==> config.mk <==
export PLATFORM = sky130hd
export DESIGN_NAME = sum_display_flat
export DESIGN_NICKNAME = d
export VERILOG_FILES = /design/src/rtl/sum_display_if.sv /design/src/rtl/sum_display.sv /design/src/flat_wrapper.sv
export SDC_FILE = /design/constraint.sdc
export NUM_CORES = 1
export LEC_CHECK = 0
export BUFFER_PORTS_ARGS = -buffer_cell sky130_fd_sc_hd__buf_2
export CAP_MARGIN = 40
export CORE_MARGIN = 2
export CORE_UTILIZATION = 54
export CTS_BUF_LIST = sky130_fd_sc_hd__clkbuf_4 sky130_fd_sc_hd__clkbuf_8
export CTS_CLUSTER_SIZE = 16
export DETAILED_ROUTE_END_ITERATION = 7
export GPL_ROUTABILITY_DRIVEN = 0
export MAX_ROUTING_LAYER = met4
export PLACE_DENSITY_LB_ADDON = 0.12
export REMOVE_ABC_BUFFERS = 1
export SYNTH_ARGS = -nofsm -noshare
export SYNTH_HDL_FRONTEND = slang
export SYNTH_SLANG_ARGS = --single-unit
export TNS_END_PERCENT = 1
==> constraint.sdc <==
create_clock -name clk -period 1.44 [get_ports clk]
set_input_delay 0.288 -clock clk [delete_from_list [all_inputs] [get_ports clk]]
set_output_delay 0.288 -clock clk [all_outputs]
set_load 0.01 [all_outputs]
==> src/rtl/sum_display_if.sv <==
// Operand/result bundle for sum_display: the load handshake, the BCD result and the 7-segment drive.
// master = whoever supplies sums and watches the display; slave = sum_display itself.
interface sum_display_if;
    logic [5:0] sum_in;
    logic       load;
    logic       busy;
    logic       done;
    logic [2:0] bcd_tens;
    logic [3:0] bcd_ones;
    logic [6:0] seg;
    logic [1:0] an;

    modport master (
        output sum_in, load,
        input  busy, done, bcd_tens, bcd_ones, seg, an
    );

    modport slave (
        input  sum_in, load,
        output busy, done, bcd_tens, bcd_ones, seg, an
    );
endinterface

==> src/rtl/sum_display.sv <==
// Converts a 6-bit sum to two BCD digits by double dabble (6 clocks, load ignored while busy) and
// time-multiplexes them onto a two-digit active-low 7-segment display. Define SUM_DISPLAY_LZB_EN to blank a leading zero tens digit.
module sum_display #(
    parameter int REFRESH_BITS = 16
) (
    input  logic          clk,
    input  logic          rst,
    sum_display_if.slave  bus
);

    typedef enum logic {IDLE, CONV} state_t;

    state_t state_q, state_d;

    logic [5:0] bin_q, bin_d;
    logic [2:0] tens_q, tens_d;
    logic [3:0] ones_q, ones_d;
    logic [2:0] iter_q, iter_d;

    logic [2:0] bcd_tens_q, bcd_tens_d;
    logic [3:0] bcd_ones_q, bcd_ones_d;
    logic       done_q, done_d;

    logic [REFRESH_BITS-1:0] refresh_q, refresh_d;
    logic [6:0]              seg_q, seg_d;
    logic [1:0]              an_q, an_d;

    logic [2:0]  tens_adj;
    logic [3:0]  ones_adj;
    logic [12:0] shifted;

    logic       digit_sel;
    logic [3:0] digit;

    function automatic logic [6:0] seg_decode(input logic [3:0] d);
        logic [6:0] s;
        case (d)
            4'd0:    s = 7'b1000000;
            4'd1:    s = 7'b1111001;
            4'd2:    s = 7'b0100100;
            4'd3:    s = 7'b0110000;
            4'd4:    s = 7'b0011001;
            4'd5:    s = 7'b0010010;
            4'd6:    s = 7'b0000010;
            4'd7:    s = 7'b1111000;
            4'd8:    s = 7'b0000000;
            4'd9:    s = 7'b0010000;
            default: s = 7'b1111111;
        endcase
        return s;
    endfunction

    // One double-dabble iteration: correct each nibble, then shift {tens,ones,bin} left.
    // The tens nibble can never reach 5 before the last shift for a 6-bit input, so 3 bits suffice.
    always_comb begin
        ones_adj = (ones_q >= 4'd5) ? ones_q + 4'd3 : ones_q;
        tens_adj = (tens_q >= 3'd5) ? tens_q + 3'd3 : tens_q;
        shifted  = {tens_adj, ones_adj, bin_q} << 1;
    end

    always_comb begin
        state_d    = state_q;
        bin_d      = bin_q;
        tens_d     = tens_q;
        ones_d     = ones_q;
        iter_d     = iter_q;
        bcd_tens_d = bcd_tens_q;
        bcd_ones_d = bcd_ones_q;
        done_d     = 1'b0;

        case (state_q)
            IDLE: begin
                if (bus.load) begin
                    bin_d   = bus.sum_in;
                    tens_d  = 3'd0;
                    ones_d  = 4'd0;
                    iter_d  = 3'd0;
                    state_d = CONV;
                end
            end
            CONV: begin
                tens_d = shifted[12:10];
                ones_d = shifted[9:6];
                bin_d  = shifted[5:0];
                iter_d = iter_q + 3'd1;
                if (iter_q == 3'd5) begin
                    bcd_tens_d = shifted[12:10];
                    bcd_ones_d = shifted[9:6];
                    done_d     = 1'b1;
                    state_d    = IDLE;
                end
            end
            default: state_d = IDLE;
        endcase
    end

    always_ff @(posedge clk or posedge rst) begin
        if (rst) begin
            state_q    <= IDLE;
            bin_q      <= '0;
            tens_q     <= '0;
            ones_q     <= '0;
            iter_q     <= '0;
            bcd_tens_q <= '0;
            bcd_ones_q <= '0;
            done_q     <= 1'b0;
        end else begin
            state_q    <= state_d;
            bin_q      <= bin_d;
            tens_q     <= tens_d;
            ones_q     <= ones_d;
            iter_q     <= iter_d;
            bcd_tens_q <= bcd_tens_d;
            bcd_ones_q <= bcd_ones_d;
            done_q     <= done_d;
        end
    end

    // Display mux: counter MSB low shows ones, high shows tens; outputs registered.
    always_comb begin
        refresh_d = refresh_q + 1'b1;
        digit_sel = refresh_q[REFRESH_BITS-1];
        digit     = digit_sel ? {1'b0, bcd_tens_q} : bcd_ones_q;
        seg_d     = seg_decode(digit);
        an_d      = digit_sel ? 2'b01 : 2'b10;
`ifdef SUM_DISPLAY_LZB_EN
        if (digit_sel && (bcd_tens_q == 3'd0)) begin
            an_d  = 2'b11;
            seg_d = 7'b1111111;
        end
`endif
    end

    always_ff @(posedge clk or posedge rst) begin
        if (rst) begin
            refresh_q <= '0;
            seg_q     <= 7'b1000000;
            an_q      <= 2'b10;
        end else begin
            refresh_q <= refresh_d;
            seg_q     <= seg_d;
            an_q      <= an_d;
        end
    end

    assign bus.busy     = (state_q == CONV);
    assign bus.done     = done_q;
    assign bus.bcd_tens = bcd_tens_q;
    assign bus.bcd_ones = bcd_ones_q;
    assign bus.seg      = seg_q;
    assign bus.an       = an_q;

endmodule

==> src/flat_wrapper.sv <==
// flat-port wrapper written by rule: the top's interface ports become plain ports
module sum_display_flat 
#(
    parameter int REFRESH_BITS = 16
)
  (clk, rst, bus_sum_in, bus_load, bus_busy, bus_done, bus_bcd_tens, bus_bcd_ones, bus_seg, bus_an);
  sum_display_if bus_i ();
  input  logic clk;
  input  logic rst;
  input wire logic [$bits(bus_i.sum_in)-1:0] bus_sum_in;
  input wire logic [$bits(bus_i.load)-1:0] bus_load;
  output wire logic [$bits(bus_i.busy)-1:0] bus_busy;
  output wire logic [$bits(bus_i.done)-1:0] bus_done;
  output wire logic [$bits(bus_i.bcd_tens)-1:0] bus_bcd_tens;
  output wire logic [$bits(bus_i.bcd_ones)-1:0] bus_bcd_ones;
  output wire logic [$bits(bus_i.seg)-1:0] bus_seg;
  output wire logic [$bits(bus_i.an)-1:0] bus_an;
  assign bus_i.sum_in = bus_sum_in;
  assign bus_i.load = bus_load;
  assign bus_busy = bus_i.busy;
  assign bus_done = bus_i.done;
  assign bus_bcd_tens = bus_i.bcd_tens;
  assign bus_bcd_ones = bus_i.bcd_ones;
  assign bus_seg = bus_i.seg;
  assign bus_an = bus_i.an;
  sum_display #(.REFRESH_BITS(REFRESH_BITS)) u_core (.clk(clk), .rst(rst), .bus(bus_i));
endmodule
==> results of run 1 <==
==> final cells by class <==
| cell class | count | area (um2) | area share |
|---|---|---|---|
| Clock inverter | 2 | 60.1 | 0.0213 |
| Sequential cell | 50 | 1260 | 0.445 |
| Clock buffer | 6 | 82.6 | 0.0292 |
| Timing Repair Buffer | 47 | 300 | 0.106 |
| Inverter | 14 | 52.6 | 0.0186 |
| Tap cell | 50 | 62.6 | 0.0221 |
| Multi-Input combinational cell | 142 | 1010 | 0.358 |
==> tightest hold or removal path, delay by kind of cell <==
family                 cells  cell delay [ns]
buffers and inverters      3             0.41
==> registers in the layout (all words and copies together), names as in the netlist <==
| register | cells |
|---|---|
| u_core.refresh_q | 16 |
| u_core.bus.seg | 7 |
| u_core.bin_q | 6 |
| u_core.bus.done | 1 |
| u_core.bus.bcd_ones | 4 |
| u_core.ones_q | 4 |
| u_core.bus.bcd_tens | 3 |
| u_core.iter_q | 3 |
| u_core.bus.an | 2 |
| u_core.bus.busy | 1 |
| u_core.tens_q | 3 |
==> cells by family after synthesis <==
logic type | Yosys count
AND/OR/NAND/NOR | 63
flip-flops | 50
AO/OA/AOI/OAI | 38
buffers and inverters | 18
XOR/XNOR | 15
multiplexers | 15
adder cells (fa/ha/maj) | 11
==> per-stage QoR <==
stage | setup TNS, ns | instance area (um2)
2_1_floorplan | -2.65 | 2270
3_3_place_gp | -0.0557 | 2620
3_5_place_dp | -0.179 | 2620
4_1_cts | 0 | 2800
5_1_grt | -0.177 | 2830
6_report | 0 | 2830
==> layer usage <==
layer	vias up	wire (um)	share of wire	global-route usage
met4	0	63	0.015	0.0654
li1	811	-	-	-
met3	6	149	0.036	0.0453
met2	30	1990	0.48	0.309
met1	762	1910	0.46	0.266
met5	-	0	0	-
==> power by group through the flow <==
stage | sequential [mW] | combinational [mW] | clock (mW)
global route | 2.18 | 2.42 | 1.28
floorplan | 2.20 | 1.07 | 0
global placement | 2.10 | 1.92 | 0
finish | 2.12 | 2.17 | 1.19
detailed placement | 2.12 | 1.96 | 0
CTS | 2.11 | 2.08 | 1.22
==> layout by cell type, fill, tap and decap left out, drive strengths merged, types with 2 or more instances in the layout <==
master and instances:
dfrtp 48, buf 47, nand2 28, o21ai 18
inv 13, xnor2 11, nor2 11, ha 11
mux2i 11, a21oi 10, nand3 7, clkbuf 6
xor2 4, mux2 4, a21o 3, and3 3
nand4 3, nor3 3, o22ai 2, bufinv 2
dfstp 2, nand2b 2, nor4 2
==> how the worst max path moves through the flow <==
stage | end | slack, ns
floorplan | u_core.bus.bcd_ones[1]$_DFFE_PP0P_ | -0.19
detailed placement | u_core.bus.bcd_ones[2]$_DFFE_PP0P_ | -0.09
CTS | bus_busy | 0.009
global placement | u_core.bus.bcd_ones[2]$_DFFE_PP0P_ | -0.04
global route | u_core.bus.bcd_ones[2]$_DFFE_PP0P_ | -0.05
finish | u_core.bus.bcd_ones[1]$_DFFE_PP0P_ | 0.02
==> synthesized netlist by cell type <==
cell      count
dfrtp_1      48
nand2_1      28
o21ai_0      18
inv_1        13
ha_1         11
mux2i_1      11
nor2_1       11
xnor2_1      11
a21oi_1      10
nand3_1       7
mux2_2        4
xor2_1        4
a21o_1        3
nor3_1        3
and3_2        2
buf_2         2
dfstp_2       2
nand2b_1      2
nand4_1       2
o22ai_1       2
a22o_1        1
a31oi_1       1
and2_1        1
and3_1        1
and4_4        1
buf_1         1
clkbuf_1      1
clkinv_1      1
nand4_4       1
nor2b_1       1
nor3b_1       1
nor4_1        1
nor4_4        1
o21a_1        1
o311ai_0      1
o31ai_1       1
==> repair_timing <==
action / in CTS / in global routing
gates cloned: 0 / 0
pin swaps: 1 / 2
setup buffers: 1 / 0
setup endpoints to repair: 7 / 13
gates resized for setup: 8 / 9
==> flow_metrics.tcl, run 1 <==
set metrics [dict create \
    avgSynthCellArea_um2 10.9 \
    antenna_found_initial 0 \
    grt_overflow_total 0 \
    wire_per_inst_um 13.2 \
    worstRegToRegCells 6 \
    crit_required_ns 1.63 \
    p_seq_frac 0.388 \
    startpoint "u_core.ones_q[1]$_DFFE_PP0P_" \
    grt_use_total 0.201 \
    grt_pass1_vias 1583 \
    power_frac_comb 0.396 \
    ios 27 \
    cpLargestDelayFamily "flip-flops" \
    path_depth 6 \
    setup_ws_ns 0.0214 \
    setup_violations 0 \
    clockBufferDepth 2 \
    p_int_mw 3.61 \
    period_needed_ns 1.42 \
    hold_buffers 0 \
    port_buffers 26 \
    coreArea_mm2 0.00403 \
    crit_arrival_ns 1.61 \
    ys_ff_latch 50 \
    dp_cells 302 \
    maxCapViolCount 0 \
    r2r-end "u_core.bus.bcd_ones[1]$_DFFE_PP0P_" \
    p_clk_frac 0.217 \
    synth_compound_area_frac 0.0936 \
    end_kind "register" \
    dr.pass1.iters 6 \
    period_share 0.985 \
    rsz0062_at_grt "yes" \
    n_antenna_cell 0 \
    fillers 321 \
    wl_um 4120 \
    fmax_ghz 0.705 \
    hold_path.class "input pin to asynchronous set/reset pin" \
    r2r_start "u_core.ones_q[1]$_DFFE_PP0P_" \
    p_total_mw 5.48 \
    vias_per_cell 5.17 \
    yosysUniqueCellTypes 36 \
    cts_buffers 5 \
    tritoncts "built" \
    p_leak_nw 1.40 \
    clock_latency_ns 0.30 \
    synth_top_cell_area_share 0.526 \
    grt_pass1_wl_um 7450 \
    dpl.hpwl_um 2870 \
    syn_area_mm2 0.00228 \
    crit_fanout 4 \
    switching_share 0.341 \
    r2r_slack_ns 0.02 \
    drc 0 \
    area_growth_pct 23.7 \
    fp.dieArea_mm2 0.00477 \
    vias 1609 \
    p_switching_mw 1.87 \
    fin_util 0.701 \
    crit_buf_inv 1 \
    status "complete, no violations" \
    die_y_um 69.0 \
    yosysSeqAreaShare 0.549 \
    drive_above_1_share 0.307 \
    irDropWorstVdd_uv 1190 \
    stdcell_count 311 \
    pre_cts_ws_ns -0.0874 \
    synth_top_area_cell "dfrtp_1" \
    synth-simple-area-share 0.141 \
    grt_max_degree 51 \
    synth.area.mux_share 0.0679 \
    critPathLaunchType "register" \
    fp-row-count 23 \
    holdWs_ns 0.0129 \
    synthAdderAreaFrac 0.0602 \
    p_per_area_mw_per_mm2 1940 \
    synth_xor_area_frac 0.0575 \
    max-slew-margin-rel 0.746 \
    critPathKind "register to register" \
    max_stage_delay_ns 0.37 \
    htreeDepth 2 \
    synth_top_family_by_area "simple AND/OR/NAND/NOR gates" \
    tightest_slew_ns 0.380 \
    fin_nets 280 \
    synthTopCellsByArea "dfrtp_1 53%, ha_1 6.0%, mux2i_1 4.8%, nand2_1 4.6%, xnor2_1 4.2%" \
    fin_worst_skew_ns 0.00580 \
    clk_transition_reported_paths_ns 0.09 \
    slowest_stage "dfrtp_1" \
    final-max-slew-violation-count 0 \
    antenna_left 0 \
    cts_root_buf "clkbuf_8" \
    clkSinkCount 50 \
    finalHoldViolations 0 \
    cp_cell_sequence "inv_2, ha_1, nand2b_4, a21oi_4, xnor2_1, mux2_2" \
    first_iter_violations 120 \
    initial_core_util 0.567 \
    die_x_um 69.0 \
    syn_inst 210 \
    synth_warnings 0 \
]
Power figures use the tool's default switching activity.
==> run 2: changes to the inputs <==
--- a/config.mk
+++ b/config.mk
@@ -16,6 +16,7 @@
 export MAX_ROUTING_LAYER = met4
 export PLACE_DENSITY_LB_ADDON = 0.12
 export REMOVE_ABC_BUFFERS = 1
+export SETUP_SLACK_MARGIN = 0.15
 export SYNTH_ARGS = -nofsm -noshare
 export SYNTH_HDL_FRONTEND = slang
 export SYNTH_SLANG_ARGS = --single-unit
==> run 2 against run 1 <==
First-iteration DRC count is 17% higher; sequential share of layout area is 1.1 points lower; hold slack better by 0.0048 ns; clock power hardly changed; global-route usage is 0.19 points higher; worst setup slack better by 0.0041 ns; combinational power is 9% higher; routed wire length is 2.1% higher; via count is 1.5% higher; largest cell class unchanged.
==> flow_metrics.tcl, run 2 (synthesis gave the netlist of run 1 again) <==
set metrics [dict create \
    status "complete, no violations" \
    grt_pass1_wl_um 7540 \
    die_y_um 69.0 \
    wl_um 4200 \
    layout_common_cells "46 x dfrtp_1, 26 x nand2_1, 26 x buf_2" \
    wire_per_inst_um 13.4 \
    dpl.hpwl_um 2870 \
    fmax_ghz 0.707 \
    stdcell_count 314 \
    fin_nets 283 \
    end_kind "register" \
    irDropWorstVdd_uv 1220 \
    final_common_cell "dfrtp_1" \
    area_growth_pct 26.7 \
    antenna_found_initial 0 \
    top_register "u_core.refresh_q" \
    tightest_slew_ns 0.389 \
    port_buffers 26 \
    period_share 0.982 \
    dr.pass1.iters 5 \
    setup_violations 0 \
    p_per_area_mw_per_mm2 1950 \
    max_stage_delay_ns 0.46 \
    fp-row-count 23 \
    die_x_um 69.0 \
    period_needed_ns 1.41 \
    grt_max_degree 51 \
    cts_root_buf "clkbuf_8" \
    pre_cts_ws_ns -0.0874 \
    p_leak_nw 1.41 \
    clk_transition_reported_paths_ns 0.09 \
    crit_arrival_ns 1.59 \
    setup_ws_ns 0.0254 \
    final-max-slew-violation-count 0 \
    htreeDepth 2 \
    crit_fanout 5 \
    hold_buffers 0 \
    grt_overflow_total 0 \
    worstRegToRegCells 6 \
    grt_use_total 0.203 \
    holdWs_ns 0.0178 \
    fillers 306 \
    multiInputGateArea_mm2 0.00105 \
    cp_cell_sequence "mux2i_1, buf_4, ha_2, nand2_1, a21oi_1, a31oi_1" \
    antenna_left 0 \
    hold_path.class "input pin to asynchronous set/reset pin" \
    finalHoldViolations 0 \
    vias_per_cell 5.20 \
    ios 27 \
    tritoncts "built" \
    largest_reg_flops 16 \
    grt_pass1_vias 1595 \
    dp_cells 302 \
    coreArea_mm2 0.00403 \
    clockBufferDepth 2 \
    clock_latency_ns 0.30 \
    critPathLaunchType "register" \
    critPathKind "register to register" \
    vias 1633 \
    initial_core_util 0.567 \
    maxCapViolCount 0 \
    clkSinkCount 50 \
    final_area_mm2 0.00289 \
    fp.dieArea_mm2 0.00477 \
    slowest_stage "dfrtp_2" \
    rsz0062_at_grt "yes" \
    ff_latch_area_mm2 0.00126 \
    first_iter_violations 140 \
    drc 0 \
    fin_worst_skew_ns 0.00555 \
    max-slew-margin-rel 0.740 \
    place_area_mm2 0.00262 \
    drive_above_1_share 0.348 \
    cts_buffers 5 \
    crit_required_ns 1.61 \
    n_antenna_cell 0 \
]
-- run 2: changes by cell type in the layout (fill, tap and decap cells not counted), sizes merged --
cell	before	now
buf	47	50
-- run 2: critical path: cells and delay by family (launching register included) --
| kind | cells | cell delay, ns |
|---|---|---|
| muxes | 1 | 0.22 |
| and+or+nand+nor | 1 | 0.05 |
| adders and majority gates | 1 | 0.18 |
| DFF | 1 | 0.46 |
| AOI/OAI and AO/OA | 2 | 0.19 |
| buffers and inverters | 1 | 0.19 |
-- run 2: stage by stage --
| step | total power, mW | setup TNS, ns | util |
|---|---|---|---|
| after global placement | 4.02 | -0.0557 | 0.651 |
| final | 5.66 | 0 | 0.718 |
| after CTS | 5.52 | 0 | 0.702 |
| after detailed placement | 4.08 | -0.179 | 0.651 |
| after global routing | 6.07 | -0.143 | 0.718 |
| after floorplan | 3.27 | -2.65 | - |
-- run 2: routing by layer --
| metal | wire length, um | vias to the layer above | GRT usage | share of wire |
|---|---|---|---|---|
| met5 | 0 | - | - | 0 |
| met4 | 63 | 0 | 0.0654 | 0.015 |
| met3 | 159 | 6 | 0.0453 | 0.038 |
| met1 | 1950 | 769 | 0.272 | 0.46 |
| met2 | 2030 | 34 | 0.309 | 0.48 |
| li1 | - | 824 | - | - |
-- run 2: layout make-up --
class,count,area share
Clock inverter,2,0.0208
Tap cell,50,0.0216
Timing Repair Buffer,50,0.113
Clock buffer,6,0.0285
Inverter,14,0.0190
Sequential cell,50,0.434
Multi-Input combinational cell,142,0.363
-- run 2: path summary, 6_finish.rpt --
kind	startpoint	end	slack (ns)
setup / recovery	u_core.refresh_q[15]$_DFF_PP0_	u_core.bus.seg[4]$_DFF_PP0_	0.03
hold / removal	rst	u_core.refresh_q[7]$_DFF_PP0_	0.02
setup reg to reg	u_core.refresh_q[15]$_DFF_PP0_	u_core.bus.seg[4]$_DFF_PP0_	0.03
hold reg to reg	u_core.refresh_q[5]$_DFF_PP0_	u_core.refresh_q[5]$_DFF_PP0_	0.47
max in group asynchronous	rst	u_core.bus.seg[6]$_DFF_PP1_	1.15
min in group clk	bus_sum_in[0]	u_core.bin_q[0]$_DFFE_PP0P_	0.24
-- run 2: where the power goes --
group	total (mW)	switching (mW)	leakage (nW)	internal, mW
clock network	1.19	0.445	0.0714	0.740
logic	2.36	1.19	0.704	1.16
registers	2.11	0.303	0.635	1.81
total	5.66	1.94	1.41	3.71
-- run 2: what timing repair did --
item | CTS | global route
pin swaps | 1 | 6
setup endpoints to repair | 19 | 27
buffers inserted | 3 | 1
gates resized for setup | 15 | 15
==> run 3: changes to the inputs <==
--- a/config.mk
+++ b/config.mk
@@ -13,6 +13,7 @@
 export CTS_CLUSTER_SIZE = 16
 export DETAILED_ROUTE_END_ITERATION = 7
 export GPL_ROUTABILITY_DRIVEN = 0
+export GPL_TIMING_DRIVEN = 0
 export MAX_ROUTING_LAYER = met4
 export PLACE_DENSITY_LB_ADDON = 0.12
 export REMOVE_ABC_BUFFERS = 1
==> run 3 against run 2 <==
Combinational power is 11% lower; largest cell class unchanged; the run now ends with setup timing left; critical path type unchanged; flip-flop and latch count stayed put; clock skew is 0.0048 ns higher; worst setup slack worse by 0.063 ns; critical path depth stayed put; cell area is 3.7% lower; non-clock buffer count is 17 lower; total power is 9.2% lower.
==> flow_metrics.tcl, run 3 (synthesis gave the netlist of run 1 again) <==
set metrics [dict create \
    crit_required_ns 1.64 \
    dr.pass1.iters 4 \
    antenna_left 0 \
    violations "setup timing" \
    wire_per_inst_um 14.8 \
    r2r_start "u_core.refresh_q[15]$_DFF_PP0_" \
    fin_worst_skew_ns 0.0103 \
    grt_pass1_wl_um 7800 \
    antenna_found_initial 0 \
    fp-row-count 23 \
    vias 1638 \
    max-slew-margin-rel 0.625 \
    crit_arrival_ns 1.68 \
    crit_fanout 5 \
    maxCapViolCount 0 \
    top_register "u_core.refresh_q" \
    final-max-slew-violation-count 0 \
    cts_buffers 5 \
    fmax_ghz 0.677 \
    clock_latency_ns 0.30 \
    fin_tns_setup_ns -0.0918 \
    clkSinkCount 50 \
    vias_per_cell 5.52 \
    fillers 318 \
    cts_root_buf "clkbuf_8" \
    hold_path.class "input pin to asynchronous set/reset pin" \
    die_x_um 69.0 \
    grt_overflow_total 0 \
    hold_buffers 0 \
    dp_cells 283 \
    stdcell_count 297 \
    period_needed_ns 1.48 \
    p_per_area_mw_per_mm2 1840 \
    drc 0 \
    largest_reg_flops 16 \
    fin_nets 266 \
    period_share 1.03 \
    worstRegToRegCells 6 \
    clockBufferDepth 2 \
    max_stage_delay_ns 0.49 \
    grt_use_total 0.208 \
    r2r-end "u_core.bus.seg[6]$_DFF_PP1_" \
    die_y_um 69.0 \
    clk_transition_reported_paths_ns 0.09 \
    htreeDepth 2 \
    finalHoldViolations 0 \
    setup_ws_ns -0.0379 \
    status "finished with violations" \
    fp.dieArea_mm2 0.00477 \
    area_growth_pct 22.0 \
    grt_max_degree 27 \
    tritoncts "built" \
    final_common_cell "dfrtp_1" \
    dpl.hpwl_um 2830 \
    tightest_slew_ns 0.562 \
    layout_common_cells "44 x dfrtp_1, 27 x nand2_1, 25 x buf_2" \
    setup_violations 5 \
    irDropWorstVdd_uv 1110 \
    ios 27 \
    slowest_stage "dfrtp_2" \
    holdWs_ns 0.0237 \
    cpLargestDelayFamily "flip-flops" \
    first_iter_violations 85 \
    port_buffers 26 \
    critPathKind "register to register" \
    p_leak_nw 1.30 \
    drive_above_1_share 0.348 \
    rsz0062_at_grt "yes" \
    r2r_slack_ns -0.04 \
    critPathLaunchType "register" \
    crit_buf_inv 2 \
    wl_um 4400 \
    coreArea_mm2 0.00403 \
    initial_core_util 0.567 \
    grt_pass1_vias 1637 \
    n_antenna_cell 0 \
    end_kind "register" \
    cp_cell_sequence "mux2i_4, inv_2, ha_4, nand2_2, buf_4, o311ai_0" \
]
## run 3: report_power, final
group / switching (mW) / leakage (nW) / internal (mW)
logic: 1.10 / 0.626 / 0.994
registers: 0.399 / 0.634 / 1.82
clock network: 0.461 / 0.0408 / 0.362
## run 3: routing by layer
layer	routed length, um	GRT usage
met5	0	-
met4	27	0.0479
met3	166	0.0570
met2	2230	0.324
met1	1980	0.275
## run 3: worst max-delay path by stage
stage | to | startpoint | cells after the start | slack, ns
global route | u_core.bus.seg[3]$_DFF_PP0_ | u_core.refresh_q[15]$_DFF_PP0_ | 5 | -0.11
finish | u_core.bus.seg[6]$_DFF_PP1_ | u_core.refresh_q[15]$_DFF_PP0_ | 6 | -0.04
detailed placement | u_core.bus.bcd_ones[2]$_DFFE_PP0P_ | u_core.bus.busy$_DFF_PP0_ | 3 | -0.46
floorplan | u_core.bus.bcd_ones[1]$_DFFE_PP0P_ | u_core.bus.busy$_DFF_PP0_ | 3 | -0.19
global placement | u_core.iter_q[0]$_DFFE_PP0P_ | rst | 2 | -0.67
CTS | u_core.bus.seg[3]$_DFF_PP0_ | u_core.refresh_q[15]$_DFF_PP0_ | 5 | -0.003
## run 3: worst register-to-register path, delay by kind of cell (launching register included)
family          cells  cell delay, ns
flops               1            0.49
mux                 1            0.35
buf+inv             2            0.20
fa+ha+maj           1            0.16
compound gates      1            0.12
simple gates        1            0.06
## run 3: area by class of cell
cell class / count / area (um2) / area share
Sequential cell: 50 / 1260 / 0.453
Multi-Input combinational cell: 142 / 1110 / 0.400
Timing Repair Buffer: 33 / 201 / 0.0723
Clock buffer: 6 / 76.3 / 0.0274
Tap cell: 50 / 62.6 / 0.0225
Inverter: 14 / 56.3 / 0.0202
Clock inverter: 2 / 15.0 / 0.00539
## run 3: stage by stage
step                setup slack [ns]  area [um2]  power (mW)  utilization
floorplan                     -0.192        2270        3.27            -
global placement              -0.667        2460        3.73        0.611
detailed placement            -0.462        2480        3.81        0.616
CTS                         -0.00270        2730        5.02        0.679
global route                  -0.112        2790        5.55        0.692
finish                       -0.0379        2790        5.13        0.692
## run 3: timing repair
action / CTS / global route
setup buffers: 4 / 2
pin swaps: 11 / 3
endpoints found under the setup margin: 32 / 29
resized for setup: 34 / 15
